File: src/rtl/uart_byte_fifo.sv
// uart_byte_fifo: multi-entry byte buffer between uart_rx and uart_tx in the
// loopback path. Absorbs back-to-back received bytes while the transmitter is
// busy and presents the oldest byte through the uart_tx en/rdy handshake.
//
// Ports:
//   clk, rst_n    system clock (rising edge), asynchronous active-low reset
//   in_valid      single-cycle write strobe (uart_rx data_ready)
//   in_data       write data, sampled only when in_valid=1
//   flush         synchronous clear of contents (overflow/drop_count kept)
//   ovf_clr       synchronous clear of overflow and drop_count
//   out_en        a byte is available (uart_tx en)
//   out_data      head-of-queue byte (uart_tx data_in)
//   out_rdy       uart_tx rdy; pop when out_en && out_rdy
//   level         number of stored entries, 0..DEPTH
//   empty/full    level==0 / level==DEPTH
//   almost_full   level >= AFULL_LEVEL
//   overflow      sticky, set when a write was dropped
//   drop_count    saturating count of dropped writes
module uart_byte_fifo #(
  parameter int unsigned WIDTH       = 8,
  parameter int unsigned DEPTH       = 16,
  parameter int unsigned AFULL_LEVEL = 12
) (
  input  logic                     clk,
  input  logic                     rst_n,
  input  logic                     in_valid,
  input  logic [WIDTH-1:0]         in_data,
  input  logic                     flush,
  input  logic                     ovf_clr,
  output logic                     out_en,
  output logic [WIDTH-1:0]         out_data,
  input  logic                     out_rdy,
  output logic [$clog2(DEPTH):0]   level,
  output logic                     empty,
  output logic                     full,
  output logic                     almost_full,
  output logic                     overflow,
  output logic [7:0]               drop_count
);

  localparam int unsigned AW = $clog2(DEPTH);
  localparam int unsigned LW = AW + 1;

  logic [WIDTH-1:0] mem [DEPTH];
  logic [AW-1:0]    wr_ptr;
  logic [AW-1:0]    rd_ptr;
  logic [LW-1:0]    count;
  logic             push;
  logic             pop;
  logic             drop;

  // All flags derive from the registered count only, never from in_valid or
  // out_rdy, so downstream logic sees glitch-free status.
  always_comb begin
    empty       = (count == '0);
    full        = (count == LW'(DEPTH));
    almost_full = (count >= LW'(AFULL_LEVEL));
    out_en      = ~empty;
    out_data    = mem[rd_ptr];
    level       = count;
  end

  // A push into a full FIFO is still accepted when the head leaves in the
  // same cycle; only a push that finds no room is a drop.
  always_comb begin
    pop  = out_en & out_rdy;
    push = in_valid & (~full | pop);
    drop = in_valid & full & ~pop;
  end

  always_ff @(posedge clk) begin
    if (push && !flush) begin
      mem[wr_ptr] <= in_data;
    end
  end

  always_ff @(posedge clk or negedge rst_n) begin
    if (!rst_n) begin
      wr_ptr <= '0;
      rd_ptr <= '0;
      count  <= '0;
    end else if (flush) begin
      wr_ptr <= '0;
      rd_ptr <= '0;
      count  <= '0;
    end else begin
      if (push) wr_ptr <= wr_ptr + AW'(1);
      if (pop)  rd_ptr <= rd_ptr + AW'(1);
      case ({push, pop})
        2'b10:   count <= count + LW'(1);
        2'b01:   count <= count - LW'(1);
        default: count <= count;
      endcase
    end
  end

  // A drop coinciding with ovf_clr wins: the cleared counter restarts at 1.
  always_ff @(posedge clk or negedge rst_n) begin
    if (!rst_n) begin
      overflow   <= 1'b0;
      drop_count <= '0;
    end else if (drop) begin
      overflow <= 1'b1;
      if (ovf_clr)                drop_count <= 8'd1;
      else if (drop_count != '1)  drop_count <= drop_count + 8'd1;
    end else if (ovf_clr) begin
      overflow   <= 1'b0;
      drop_count <= '0;
    end
  end

endmodule

File: config.mk
export PLATFORM = sky130hd
export DESIGN_NAME = uart_byte_fifo
export DESIGN_NICKNAME = d
export VERILOG_FILES = /design/src/rtl/uart_byte_fifo.sv
export SDC_FILE = /design/constraint.sdc
export NUM_CORES = 1
export LEC_CHECK = 0
export CORE_MARGIN = 2
export CORE_UTILIZATION = 35
export CTS_CLUSTER_SIZE = 20
export DETAILED_ROUTE_END_ITERATION = 10
export PLACE_DENSITY = 0.59
export SLEW_MARGIN = 10
export SYNTH_ARGS = -nofsm -noshare
export SYNTH_HDL_FRONTEND = slang
export SYNTH_SLANG_ARGS = --single-unit
File: constraint.sdc
create_clock -name clk -period 3.8 [get_ports clk]
set_input_delay 1.14 -clock clk [delete_from_list [all_inputs] [get_ports clk]]
set_output_delay 1.14 -clock clk [all_outputs]
set_load 0.02 [all_outputs]
==> key figures <==
Power and ir drop
  – P_sw: around 1.2 mW
  – Leakage power: 2.668 nW
  – VDD IR max: 0.3239 mV
  – P per Cell Area: around 600 nW/um2
  – Cell-internal power: between 3 and 4 mW
  – Total power: 4.575 mW
  – Logic pwr share: 0.222
  – Switch share: 0.2604
  – Sequential power share: 0.414
  – Clock share of power: 0.364

Floorplanning
  – Die W: between 100 and 150 um
  – Core region area: approximately 18000 um2
  – Starting Density: 0.3538
  – Die Height: 138.1 um
  – Row cnt: slightly below 50
  – Boundary Pins: 40
  – Die footprint: 19060 um2

Route
  – DR iter-0 viols: around 170
  – DRC: 0
  – Drt first pass iters: 4
  – Vias after detailed routing: between 3000 and 4000
  – Total Routed Length: approximately 13000 um
  – Antenna viol nets, final: 0
  – Routed vias/inst: 5.061
  – Drt wl/cell: 18.43 um

Placement
  – PortBufs: 39
  – Place WS: roughly 0.45 ns
  – Placed cells: approximately 650
  – Dpl cell area: slightly above 7000 um2
  – Routability cong.: approximately 0.77
  – DP Wirelength: roughly 8500 um

Synthesis
  – Synth cell types: between 40 and 50
  – Yosys warns: 0
  – Avg Synthesized Cell Area: 17.05 um2
  – Synth area leader: edfxtp_1
  – Sequential-to-total area share from yosys stat: 0.6986
  – Cells after Synth: about 370
  – Syn nets: ~390
  – Yosys reg bits: 150
  – Top FF cell, synth: edfxtp_1
  – Post-synth EDFFs: between 100 and 150
  – Area contributors post-synth: edfxtp_1 (61%), mux4_2 (11%), dfrtp_1 (8.8%), a22oi_1 (1.9%), ha_1 (1.8%)
  – Share of the synthesized area in the top cell type: 0.6111
  – Fraction of registers with async set/reset: 0.1467
  – Syn Std Cell Area: about 6300 um2

Timing
  – Slew margin rel.: 0.5663
  – Clock Skew: 0.005615 ns
  – Final hold vios: 0
  – Fmax: 271.8 MHz
  – Final setup margin: ~0.12 ns
  – Min Tclk post-route: 3.679 ns
  – Worst-Margin Slew: around 0.65 ns
  – Final setup fails: 0
  – Setup TNS: 0 ns
  – RSZ-0062 raised after global routing: false
  – Slew Viols, Final: 0
  – Final period util: 0.9681

Finish
  – Post-Layout Cell Count: 683
  – ANT cells: 0
  – Synthesis-to-finish area growth: 23.31%
  – Layout cells sized above 1: 0.2269
  – Nets: between 400 and 500
  – Design Area, Final: slightly below 8000 um2

Run status
  – Outcome: complete, no violations

CTS
  – CTS sink cnt: 150
  – Root buffer cell: clkbuf_16
  – Skew-Pair Late Insertion Delay: slightly above 0.4 ns
  – # Post-CTS Setup Buffers: 0
  – Count of hold-fix buffers inserted at cts: 0
  – TritonCTS clock tree: built
  – H-tree levels: 4
  – Clock-pin slew on the worst setup and hold paths: 0.06 ns
  – CTS buffer count: 17
  – Bufs on Longest Clock Path: 2

Critical path
  – Crit path kind: flop to output port
  – CP Capture Type: output port
  – Max Fanout on Critical Path: 20
  – Required time of the critical path: about 2.7 ns
  – FF-to-FF path depth: 9
  – CP arrival: between 2 and 3 ns
  – Startpoint Class: flop

Global routing
  – Total global routing overflow: 0
  – Vias in the first global route: roughly 3600
  – Initial antenna violation count: 0
  – GRT Util Overall: 0.1401
  – First-pass GRT wire length: just over 20000 um
  – Largest net degree at the start of global routing: 33

Job
  – Max-Cap Viols: 0

Worst hold path
  – Hold Crit Depth: 1
  – Min-Delay Path Class: flop to flop
[registers in the layout, summed over array words and instances (netlist names)]
name,flops
drop_count,8
mem,128
overflow,1
rd_ptr,4
wr_ptr,4
level,5
[layout by cell type, fill, tap and decap left out, types with 4 or more instances in the layout]
| cell | instances |
|---|---|
| edfxtp_1 | 128 |
| clkdlybuf4s50_1 | 39 |
| mux4_2 | 32 |
| nor2_1 | 29 |
| buf_4 | 29 |
| dfrtp_1 | 21 |
| nand2_1 | 19 |
| clkbuf_16 | 17 |
| a22oi_1 | 15 |
| inv_1 | 12 |
| a21oi_1 | 9 |
| ha_1 | 9 |
| nor2b_1 | 7 |
| nand3_1 | 7 |
| or4_1 | 4 |
| mux2i_1 | 4 |
| mux2_2 | 4 |
[path summary, 6_finish.rpt]
kind                                  startpoint                     to  slack [ns]
min in group asynchronous                  rst_n   level[2]$_DFFE_PN0P_        1.07
min reg2reg                 overflow$_DFFE_PN0P_   overflow$_DFFE_PN0P_        0.50
max reg2reg                 level[1]$_DFFE_PN0P_   level[4]$_DFFE_PN0P_        1.33
min                         overflow$_DFFE_PN0P_   overflow$_DFFE_PN0P_        0.50
max                        rd_ptr[0]$_DFFE_PN0P_            out_data[7]        0.12
max in group asynchronous                  rst_n  rd_ptr[0]$_DFFE_PN0P_        2.13
[logic make-up (layout without fill, tap and decap cells)]
family / count (synthesis) / after routing / synth area share
DFF: 150 / 150 / 0.6986
buffers and inverters: 30 / 115 / 0.01890
AOI/OAI and AO/OA: 48 / 48 / 0.05749
and+or+nand+nor: 85 / 85 / 0.06743
muxes: 40 / 40 / 0.1281
xor gates and xnor gates: 6 / 6 / 0.008356
adders and majority gates: 10 / 10 / 0.02109
[worst max-delay path: stages (launching register included)]
cell             delay [ns]
dfrtp_2                0.39
buf_12                 0.21
mux4_2                 0.53
a22oi_1                0.32
nand2_1                0.10
clkdlybuf4s50_1        0.56
[cell type report]
cell class                      instances  area, um2
Multi-Input combinational cell        189       1782
Fill cell                            1561      10020
Sequential cell                       150       4395
Timing Repair Buffer                   71      659.4
Tap cell                              229      286.5
Inverter                               12      45.04
Clock inverter                         12      151.4
Clock buffer                           20      436.7
[metal layers]
layer	GRT usage	vias to the layer above	share of wire	wire, um
li1	-	1602	-	-
met2	0.2272	72	0.50	6286
met3	0.04434	8	0.040	507
met4	0.04189	0	0.0086	108
met5	0	-	0	0
met1	0.1822	1775	0.45	5687
[synth_stat cells, types with 2 or more instances]
library cell	n
dfrtp_1	22
buf_2	5
nand4_1	2
mux4_2	32
and3_1	3
or2_2	2
mux2_2	4
xor2_1	3
inv_1	12
ha_1	9
o31ai_1	3
and2_1	2
nor3_1	3
a22oi_1	16
xnor2_1	3
or4_1	4
nor2b_1	7
nand3_1	7
o21ai_0	3
mux2i_1	4
buf_1	3
edfxtp_1	128
a21oi_1	9
clkbuf_1	10
o211ai_1	3
nor2_1	29
a211oi_1	3
nand2_1	19
nand3b_1	2
[power by group through the flow]
stage                     combinational [mW]  clock [mW]  sequential [mW]
after global placement                  1.01           0             1.92
after floorplan                        0.658           0             1.93
after detailed placement                1.03           0             1.93
final                                   1.02        1.66             1.89
after CTS                               1.04        1.70             1.89
after global routing                    1.10        1.78             1.90
[stage by stage]
stage / hold WS, ns / util
after CTS: 0.5082 / 0.4357
final: 0.5043 / 0.4362
after global placement: 0.4734 / 0.4027
after detailed placement: 0.4903 / 0.4027
after floorplan: 0.5565 / -
after global routing: 0.5340 / 0.4362
[timing repair]
item / CTS / global route
endpoints found under the hold margin: 0 / 0
resized for setup: 0 / 2
setup endpoints to repair: 0 / 3
Power figures use the tool's default switching activity.
